==> src/rtl/gray_pkg.sv <==
// Gray/binary conversion helpers shared by the Gray pointer sender and receiver.
// Functions work on up to GRAY_MAX_WIDTH bits; callers zero-extend and slice.
package gray_pkg;

   localparam int GRAY_MAX_WIDTH = 32;

   function automatic logic [GRAY_MAX_WIDTH-1:0] bin2gray(input logic [GRAY_MAX_WIDTH-1:0] bin);
      return bin ^ (bin >> 1);
   endfunction

   // Prefix XOR from the MSB down, done as a log-depth shift cascade.
   function automatic logic [GRAY_MAX_WIDTH-1:0] gray2bin(input logic [GRAY_MAX_WIDTH-1:0] gray);
      logic [GRAY_MAX_WIDTH-1:0] bin;
      bin = gray;
      for (int i = 0; i < 5; i++) begin
         bin = bin ^ (bin >> (1 << i));
      end
      return bin;
   endfunction

endpackage

==> src/rtl/gray_sync.sv <==
// Multi-bit synchronizer for a Gray-coded bus: a bare flop chain with nothing
// between stages, so CDC tools can recognise and waive it by module name.
module gray_sync #(
   parameter int width       = 10,
   parameter int SYNC_STAGES = 2
) (
   input  logic             CLK,
   input  logic             nRST,
   input  logic [width-1:0] async_in,
   output logic [width-1:0] sync_out
);

   logic [width-1:0] stage [SYNC_STAGES];

   // NOTE: sequential state uses non-blocking assignments so every stage
   // samples its predecessor's pre-edge value, giving a true shift chain.
   always_ff @(posedge CLK or negedge nRST) begin
      if (!nRST) begin
         for (int i = 0; i < SYNC_STAGES; i++) begin
            stage[i] <= '0;
         end
      end else begin
         stage[0] <= async_in;
         for (int i = 1; i < SYNC_STAGES; i++) begin
            stage[i] <= stage[i-1];
         end
      end
   end

   assign sync_out = stage[SYNC_STAGES-1];

endmodule

==> src/rtl/gray_ptr_receiver.sv <==
// Read side of a dual-clock FIFO: synchronizes the remote Gray write pointer,
// keeps the local read pointer and reports fill level. Link checking is built
// only when GRAY_PTR_RX_CHECK_EN is defined.
module gray_ptr_receiver
   import gray_pkg::*;
#(
   parameter int width       = 10,
   parameter int SYNC_STAGES = 2
) (
   input  logic             CLK,
   input  logic             nRST,
   input  logic [width-1:0] remoteGray,
   input  logic             localAdvance__ENA,
   output logic             localAdvance__RDY,
   output logic [width-1:0] readRemoteBin,
   output logic             readRemoteBin__RDY,
   output logic [width-1:0] localGray,
   output logic [width-1:0] level,
   output logic             empty,
   input  logic             errorClear__ENA,
   output logic             rxError
);

   logic [width-1:0] syncGray;
   logic [width-1:0] decodedBin;
   logic [width-1:0] remoteBin;
   logic [width-1:0] localBin;
   logic [width-1:0] nextLocalBin;
   logic             remoteLoad;
   logic             advance;

   gray_sync #(
      .width       (width),
      .SYNC_STAGES (SYNC_STAGES)
   ) u_sync (
      .CLK      (CLK),
      .nRST     (nRST),
      .async_in (remoteGray),
      .sync_out (syncGray)
   );

   assign decodedBin   = width'(gray2bin(GRAY_MAX_WIDTH'(syncGray)));
   assign nextLocalBin = localBin + width'(1);
   assign advance      = localAdvance__ENA && localAdvance__RDY;

`ifdef GRAY_PTR_RX_CHECK_EN
   logic [width-1:0] prevGray;
   logic [width-1:0] grayDiff;
   logic             linkFault;

   // A legal Gray step flips at most one bit; x & (x-1) is nonzero iff >1 bit set.
   assign grayDiff   = syncGray ^ prevGray;
   assign linkFault  = (grayDiff & (grayDiff - width'(1))) != '0;
   assign remoteLoad = !linkFault;

   always_ff @(posedge CLK or negedge nRST) begin
      if (!nRST) begin
         prevGray <= '0;
         rxError  <= 1'b0;
      end else begin
         prevGray <= syncGray;
         if (linkFault) begin
            rxError <= 1'b1;
         end else if (errorClear__ENA) begin
            rxError <= 1'b0;
         end
      end
   end
`else
   logic unused_error_clear;

   assign unused_error_clear = errorClear__ENA;
   assign remoteLoad         = 1'b1;
   assign rxError            = 1'b0;
`endif

   always_ff @(posedge CLK or negedge nRST) begin
      if (!nRST) begin
         remoteBin <= '0;
         localBin  <= '0;
         localGray <= '0;
      end else begin
         if (remoteLoad) begin
            remoteBin <= decodedBin;
         end
         if (advance) begin
            localBin  <= nextLocalBin;
            localGray <= width'(bin2gray(GRAY_MAX_WIDTH'(nextLocalBin)));
         end
      end
   end

   // Modular subtraction; values above half range mean the remote overran us.
   assign level              = remoteBin - localBin;
   assign empty              = (level == '0);
   assign localAdvance__RDY  = !empty;
   assign readRemoteBin      = remoteBin;
   assign readRemoteBin__RDY = 1'b1;

endmodule
==> config.mk <==
export PLATFORM = sky130hd
export DESIGN_NAME = gray_ptr_receiver
export DESIGN_NICKNAME = d
export VERILOG_FILES = /design/src/rtl/gray_pkg.sv /design/src/rtl/gray_sync.sv /design/src/rtl/gray_ptr_receiver.sv
export SDC_FILE = /design/constraint.sdc
export NUM_CORES = 1
export LEC_CHECK = 0
export CAP_MARGIN = 20
export CORE_MARGIN = 4
export CORE_UTILIZATION = 45
export DETAILED_ROUTE_END_ITERATION = 12
export PLACE_DENSITY = 0.77
export SLEW_MARGIN = 20
export SYNTH_ARGS = -nofsm -noshare
export SYNTH_HDL_FRONTEND = slang
export SYNTH_HIERARCHICAL = 1
export SYNTH_SLANG_ARGS = --single-unit
==> constraint.sdc <==
create_clock -name CLK -period 3.1 [get_ports CLK]
set_input_delay 0.62 -clock CLK [delete_from_list [all_inputs] [get_ports CLK]]
set_output_delay 0.62 -clock CLK [all_outputs]
set_load 0.05 [all_outputs]
# Yosys cells after proc, flatten, opt, wreduce, memory -nomap -nowiden
# Cells that the tools add are included.
[totals]
wordCells = 16
ff_bits = 50
out_inout_bits = 34
input_bits = 14
[classes]
bitwise_logic = 6
addsub = 2
n_reduce_logical = 3
[ops]
columns = ["operator", "count"]
rows = [
  ["10-bit by 9-bit XOR with 10-bit output", 2],
  ["10-bit by 1-bit adder with 10-bit output, second input constant", 1],
  ["10-bit logical NOT", 1],
  ["10-bit subtractor", 1],
  ["10-bit by 1-bit XOR with 10-bit output, second input constant", 1],
  ["10-bit by 2-bit XOR with 10-bit output", 1],
  ["10-bit by 6-bit XOR with 10-bit output", 1],
  ["10-bit by 8-bit XOR with 10-bit output", 1],
  ["1-bit logical AND", 1],
  ["1-bit logical NOT", 1],
]

# Longest topological paths before layout
# Gate-level depths: netlist of the first run.
[logic_depth]
depth_word = 5
ltp_mapped = 12
depth_no_buf = 11

# Hierarchy
# Netlist of the first run, hierarchy kept.
[modules_own_cells]
columns = ["mod", "n_inst", "seq_area_each_um2", "area_each_um2", "cells_per_inst"]
rows = [
  ["gray_ptr_receiver", 1, 725.7, 2001.9, 211],
  ["gray_sync", 1, 500.5, 575.6, 30],
]

# Worst setup path after synthesis of the first run
# OpenSTA, ideal clock, no wires.
[synth_timing]
path_kind = "flip-flop to output port"
from = "register remoteBin[0] (netlist: readRemoteBin[0])"
to = "output port empty"
stages_incl_launch_ff = 12
arrival_time_ns = 3.703
path_buffers = 0
path_slack_ns = -1.223
required_time_ns = 2.480
path_cell_list = "dfrtp_1 -> inv_1 -> ha_1 -> inv_1 -> fa_1 -> a21o_1 -> a21oi_2 -> nor3_1 -> nor3b_2 -> inv_2 -> or4b_1 -> nor3_1"
[synth_via]
elab_chain_len = 2
[synth_rtl]
columns = ["item", "line", "text"]
rows = [
  ["start: declaration", "gray_ptr_receiver.sv:26", "logic [width-1:0] remoteBin;"],
  ["start signal: assignment", "gray_ptr_receiver.sv:84", "remoteBin <= decodedBin;"],
  ["10-bit subtractor", "gray_ptr_receiver.sv:94", "assign level = remoteBin - localBin;"],
  ["net level[8]", "gray_ptr_receiver.sv:18", "output logic [width-1:0] level,"],
  ["10-bit logical NOT", "gray_ptr_receiver.sv:95", "assign empty = (level == '0);"],
  ["end: declaration", "gray_ptr_receiver.sv:19", "output logic empty,"],
]
# The timed path passes the listed nets, and every way through them passes these cells.

# Worst setup path in the final report of the first run
[layout_timing]
from = "register remoteBin[0] (netlist: readRemoteBin[0])"
to = "output port localAdvance__RDY"
[layout_via]
elab_chain_len = 3
[layout_rtl]
columns = ["item", "line", "text"]
rows = [
  ["10-bit subtractor", "gray_ptr_receiver.sv:94", ""],
  ["10-bit logical NOT", "gray_ptr_receiver.sv:95", ""],
  ["1-bit logical NOT", "gray_ptr_receiver.sv:96", "assign localAdvance__RDY = !empty;"],
  ["end: declaration", "gray_ptr_receiver.sv:14", "output logic localAdvance__RDY,"],
]
# Every way passes these cells.

==> results by group, run 1 <==
Synthesis
  • Syn Area/Cell: roughly 11 um^2
  • EDFF count, synth: 0
  • Seq cells post-synth: 49
  • Post-synthesis cell area: 2577 um^2
  • Ranking of synthesized cells by area: dfrtp_1 48%, xnor2_1 8.8%, ha_1 4.9%
  • Dominant cell type by area after synthesis: dfrtp_1
  • Synth Flop Type: dfrtp_1
  • Top cells by count, synth: 49 x dfrtp_1, 26 x xnor2_1, 21 x inv_1
  • Unique masters post-synth: 50
  • Syn Inst Count: approximately 240
  • Post-synthesis sequential area ratio: 0.4757
  • Post-synth ARST share: 1.000
  • Area share of the leading cell type in the synthesized netlist: 0.4757
  • Yosys warns: 6
  • Most frequent cell after synthesis: dfrtp_1
  • Synth Net Count: 266

Timing
  • Final setup margin: -0.5485 ns
  • Final Hold Fails: 0
  • Min Tclk post-route: about 3.6 ns
  • Count of pins over their slew limit: 0
  • Fmax: ~270 MHz
  • Worst Max-Slew Pin Slew: 0.5752 ns
  • Final-report setup violation count: 2
  • Relative slew slack: 0.6165
  • RSZ-0062 raised after global routing: true
  • Final Skew: a little under 0.004 ns
  • Part of the cycle the worst path needs: 1.177

Global routing
  • Gr ovfl total: 0
  • Met2 Use GR: 0.2740
  • Met3 usage in global routing: 0.03159
  • Initial antenna violation count: 0
  • Vias in the first global route: between 1500 and 2000
  • Global-route wire length before repair: roughly 8400 um
  • Global-route usage over all layers: 0.1496
  • Grt peak-use layer: met2
  • Met1 Usage GRT: 0.1649
  • Largest net degree at the start of global routing: 50

Clock tree
  • Reg clk slew, reported paths: roughly 0.08 ns
  • Root buffer cell: clkbuf_8
  • Clock sink count: a little under 50
  • Clk buf depth: 2
  • TritonCTS buffer count: 5
  • CTS tree: yes
  • Latest clock arrival within the worst-skew pair: approximately 0.30 ns
  • Postcts setup bufs: 0
  • CTS Hold Bufs: 0
  • Htree depth: 2

Setup path
  • Critical path fanouts, max: 2
  • Critical path's most frequent cell: inv_2
  • Critical Path RT: approximately 2.5 ns
  • Critical path buffer and inverter count: 4
  • Arr. time, crit path: around 3.0 ns
  • CP Class: reg2out
  • Endpoint type of the worst setup path: output pin
  • Crit-path cells: inv_2, ha_4, inv_2, fa_2, a21o_1, a21oi_2, nor3_2, nor3b_2, inv_2, or4b_4, or3_4, buf_8
  • CP Launch Type: flip-flop
  • Crit-path leading delay family: simple AND/OR/NAND/NOR gates
  • Slowest CP cell: or4b_4
  • Delay of the slowest critical-path stage: 0.48 ns

Routing
  • Vias: 1845
  • Avg WL per Cell: ~12 um
  • 1st-iter DRT viols: 32
  • Residual DRC: 0
  • Post-DRT Antenna Nets: 0
  • First drt pass iteration count: 4
  • Final wirelength: between 4000 and 5000 um
  • Vias/cell: between 4 and 5

Outcome
  • Violated checks: negative setup slack
  • Status: finished with violations

Placed design
  • IO buf count: 44
  • Placed inst area: 3427 um^2
  • Gpl congestion: ~0.78
  • Post-DP HPWL: ~3800 um

Hold path
  • Hold Crit Class: in2async

Cells and area
  • Layout area overhead: 37.62%
  • Fin util: 0.6402
  • Fin area: between 3000 and 4000 um^2
  • Ant diodes: 0
  • Layout cells sized above 1: 0.2981
  • Nets: around 350

Floorplan
  • Row Count: 27
  • Die Span Y: about 84 um
  • Total die area: ~7000 um^2
  • Die extent in x: 83.68 um
  • CORE AREA: 5540 um^2
  • IO Pins: 48
  • Starting Density: 0.4652

Flow run
  • MaxCap Viol Count: 0
-- sequential cells by signal, indices dropped and copies added (netlist names) --
name	count
localBin	9
readRemoteBin	10
localGray	10
u_sync/sync_out	10
u_sync/stage	10
-- kinds of logic after synthesis --
logic type               synth area share
adder cells (fa/ha/maj)           0.05631
other                            0.002914
buffers and inverters             0.08640
flip-flops                         0.4757
XOR/XNOR                           0.1354
AO/OA/AOI/OAI                     0.09854
multiplexers                      0.02136
AND/OR/NAND/NOR                    0.1233
-- what timing repair did --
| action | CTS | global route |
|---|---|---|
| setup endpoints to repair | 3 | 11 |
| gates resized for setup | 8 | 1 |
| pin swaps | 8 | 4 |
| endpoints found under the hold margin | 0 | 0 |
-- layout make-up --
type | count | area (um^2)
fillers | 432 | 1993
flip-flops and latches | 49 | 1229
multi-input cells | 148 | 1175
repair buffers | 95 | 884.6
well taps | 72 | 90.09
inverters | 22 | 82.58
clock buffers | 5 | 68.82
clock inverters | 3 | 17.52
-- worst reg2reg max path, delay by kind of cell (launching register included) --
family	cells	cell delay (ns)
compound gates	4	0.94
xor+xnor	1	0.08
fa+ha+maj	2	0.47
buf+inv	5	0.64
flops	1	0.41
mux	1	0.31
-- metal layers --
layer	routed length, um	share of wire	vias to the layer above
met5	0	0	-
met4	95	0.020	0
met3	144	0.030	9
met2	2589	0.54	31
met1	2003	0.41	865
li1	-	-	940
-- layout by cell type, fill, tap and decap left out, drive strengths merged, types with 3 or more instances in the layout --
cell	synthesis	final
o21ai	6	6
xnor2	26	26
nand2	11	11
inv	22	22
nand3	4	4
ha	10	10
dfrtp	49	49
a21oi	11	11
mux2	4	4
and2	4	4
nand2b	5	5
nand4	4	4
xor2	13	13
clkbuf	5	5
clkdlybuf4s50	0	33
buf	17	60
nor2	13	13
and3	4	4
a21o	3	3
-- worst paths after layout --
| check | to | cells past startpoint | start | slack, ns |
|---|---|---|---|---|
| hold reg to reg | u_sync/sync_out[3]$_DFF_PN0_ | 0 | u_sync/stage[13]$_DFF_PN0_ | 0.35 |
| hold / removal | u_sync/stage[12]$_DFF_PN0_ | 1 | nRST | 0.32 |
| setup reg to reg | localGray[1]$_DFFE_PN0P_ | 13 | readRemoteBin[0]$_DFF_PN0_ | 0.14 |
| min in group CLK | u_sync/sync_out[3]$_DFF_PN0_ | 0 | u_sync/stage[13]$_DFF_PN0_ | 0.35 |
| setup / recovery | localAdvance__RDY | 12 | readRemoteBin[0]$_DFF_PN0_ | -0.55 |
| max in group asynchronous | readRemoteBin[3]$_DFF_PN0_ | 1 | nRST | 2.37 |
-- stage by stage --
| stage | setup slack [ns] | instances | hold slack (ns) | TNS (ns) |
|---|---|---|---|---|
| floorplan | -0.5043 | 241 | 0.3244 | -3.375 |
| global placement | -0.2619 | 386 | 0.3324 | -0.3942 |
| detailed placement | -0.3329 | 386 | 0.3347 | -0.5774 |
| CTS | -0.6200 | 394 | 0.3506 | -1.191 |
| global route | -0.6649 | 394 | 0.3522 | -1.295 |
| finish | -0.5485 | 394 | 0.3187 | -1.042 |
Power of run 1 is not shown: default switching activity piles up to over one toggle a cycle in this logic, so the estimate is an artifact.
==> run 2: changes to the inputs <==
Settings changed: PLACE_DENSITY 0.77 to 0.8.
==> results by group, run 2 (synthesized netlist as in run 1, its figures left out) <==
Timing
  • Final Skew: slightly below 0.004 ns
  • Final setup margin: -0.4952 ns
  • Part of the cycle the worst path needs: 1.160
  • Final Hold Fails: 0
  • Worst Max-Slew Pin Slew: between 0.5 and 0.6 ns
  • Hold slack: about 0.33 ns
  • RSZ-0062 raised after global routing: true
  • Final-report setup violation count: 3
  • Relative slew slack: 0.6054
  • Fmax: 278.2 MHz
  • Count of pins over their slew limit: 0
  • Min Tclk post-route: 3.595 ns

Routing
  • Residual DRC: 0
  • Vias: approximately 1900
  • Met2 WL: roughly 2600 um
  • Vias/cell: ~4.7
  • M1 wire length: about 2100 um
  • First drt pass iteration count: 4
  • WL met3: about 170 um
  • Final wirelength: ~4900 um
  • Post-DRT Antenna Nets: 0
  • Uppermost layer routed: met4
  • 1st-iter DRT viols: 66
  • Avg WL per Cell: roughly 12 um

Cells and area
  • Fin util: 0.6563
  • Fill cells: ~440
  • Layout cells sized above 1: 0.3202
  • Register cell area after layout: ~1200 um^2
  • Most frequent cells in the layout: 61 x buf_4, 47 x dfrtp_1, 33 x clkdlybuf4s50_1
  • Area of the multi-input gates: around 1200 um^2
  • Commonest non-fill, non-tap cell in the layout: buf_4
  • Nets: between 300 and 400
  • Ant diodes: 0
  • Layout area overhead: 41.07%

Outcome
  • Violated checks: negative setup slack
  • Status: finished with violations

Floorplan
  • Die Span Y: about 84 um
  • Die extent in x: 83.68 um
  • IO Pins: 48
  • Starting Density: 0.4652
  • CORE AREA: 5540 um^2
  • Row Count: 27
  • Total die area: roughly 7000 um^2

Clock tree
  • CTS tree: yes
  • TritonCTS buffer count: 5
  • Reg clk slew, reported paths: 0.08 ns
  • Root buffer cell: clkbuf_8
  • Latest clock arrival within the worst-skew pair: slightly below 0.3 ns
  • Htree depth: 2
  • Clock sink count: 49
  • CTS Hold Bufs: 0
  • Clk buf depth: 2

Power and ir drop
  • PwrDens: approximately 1200 nW/um^2
  • VDD IR max: ~1.5 mV
  • Cell-internal power: between 2 and 2.5 mW
  • NetSw: about 2 mW
  • Switching portion of total power: 0.4511
  • P_leak: roughly 1.7 nW
  • Fraction of power consumed by the clock network: 0.088
  • Sequential share of power: 0.193
  • Gate power share: 0.719

Setup path
  • CP Launch Type: flip-flop
  • Arr. time, crit path: ~3.0 ns
  • Endpoint type of the worst setup path: output pin
  • Slowest CP cell: or4b_4
  • Delay of the slowest critical-path stage: roughly 0.48 ns
  • Crit-path leading delay family: simple AND/OR/NAND/NOR gates
  • Critical path buffer and inverter count: 4
  • Critical path's most frequent cell: inv_2
  • Critical Path RT: roughly 2.5 ns
  • Crit-path cells: inv_2, ha_4, inv_2, fa_2, a21o_1, a21oi_2, nor3_2, nor3b_2, inv_2, or4b_4, or3_4, buf_8
  • CP Class: reg2out
  • Critical path fanouts, max: 2

Global routing
  • Vias in the first global route: about 2000
  • Gr ovfl total: 0
  • Global-route usage over all layers: 0.1427
  • Global-route wire length before repair: 8383 um
  • Largest net degree at the start of global routing: 50
  • Initial antenna violation count: 0

Placed design
  • IO buf count: 44
  • Gpl congestion: ~0.76
  • Post-DP HPWL: between 3000 and 4000 um

Hold path
  • Hold Crit Class: in2async

Flow run
  • MaxCap Viol Count: 0
run 2: cell types whose count changed in the layout (fill, tap and decap cells not counted), sizes merged:
cell	change
clkinvlp	-1
buf	+10
clkinv	-1
dlygate4sd2	-1
clkbuf	+2
run 2: worst paths after layout:
kind / from / end / slack (ns) / cells past startpoint
worst max-delay path: readRemoteBin[0]$_DFF_PN0_ / localAdvance__RDY / -0.50 / 12
worst min-delay path: nRST / u_sync/stage[14]$_DFF_PN0_ / 0.33 / 1
worst max register to register: readRemoteBin[0]$_DFF_PN0_ / localGray[6]$_DFFE_PN0P_ / 0.21 / 13
worst min register to register: u_sync/stage[17]$_DFF_PN0_ / u_sync/sync_out[7]$_DFF_PN0_ / 0.35 / 0
max in group asynchronous: nRST / readRemoteBin[3]$_DFF_PN0_ / 2.35 / 1
min in group CLK: u_sync/stage[17]$_DFF_PN0_ / u_sync/sync_out[7]$_DFF_PN0_ / 0.35 / 0
run 2: routing by layer:
layer,global-route usage,vias up
li1,-,952
met1,0.1604,904
met2,0.2690,34
met3,0.02567,8
met4,0.04678,0
met5,0,-
run 2: final cells by class:
| cell class | count | share of cell area |
|---|---|---|
| clock inverters | 1 | 0.001376 |
| well taps | 72 | 0.02478 |
| flip-flops and latches | 49 | 0.3379 |
| repair buffers | 104 | 0.2636 |
| clock buffers | 7 | 0.02650 |
| multi-input cells | 148 | 0.3231 |
| inverters | 22 | 0.02271 |
run 2: repair_timing:
item,CTS,global route
endpoints found under the setup margin,2,9
pin swaps,8,4
gates resized for setup,8,3
buffers inserted,6,1
run 2: power groups by stage:
stage | logic (mW) | registers (mW) | clock network [mW]
floorplan | 1.54 | 1.17 | 0
global placement | 3.08 | 0.864 | 0
detailed placement | 3.14 | 0.865 | 0
CTS | 3.22 | 0.858 | 0.404
global route | 3.42 | 0.874 | 0.431
finish | 3.20 | 0.857 | 0.392
run 2: worst register-to-register path, cell delays in order (launching register included):
cell       delay, ns
dfrtp_2         0.41
inv_2           0.06
ha_4            0.12
inv_2           0.03
fa_2            0.34
a21o_1          0.19
a21oi_2         0.16
buf_4           0.13
xnor2_1         0.06
buf_4           0.15
a2111oi_2       0.40
a41oi_2         0.15
buf_4           0.24
mux2_2          0.32
run 2: through the flow:
step                      setup slack [ns]  power (mW)  std cells  setup TNS (ns)  instance area (um^2)
after floorplan                    -0.5043       2.703        241          -3.375                  2604
after global placement             -0.2555       3.944        389         -0.3811                  3450
after detailed placement           -0.3031       4.003        389         -0.5009                  3450
after CTS                          -0.5836       4.478        403          -1.604                  3622
after global routing               -0.6641       4.726        403          -1.845                  3636
final                              -0.4952       4.448        403          -1.336                  3636
No activity file was read; power rests on OpenSTA's default activity.
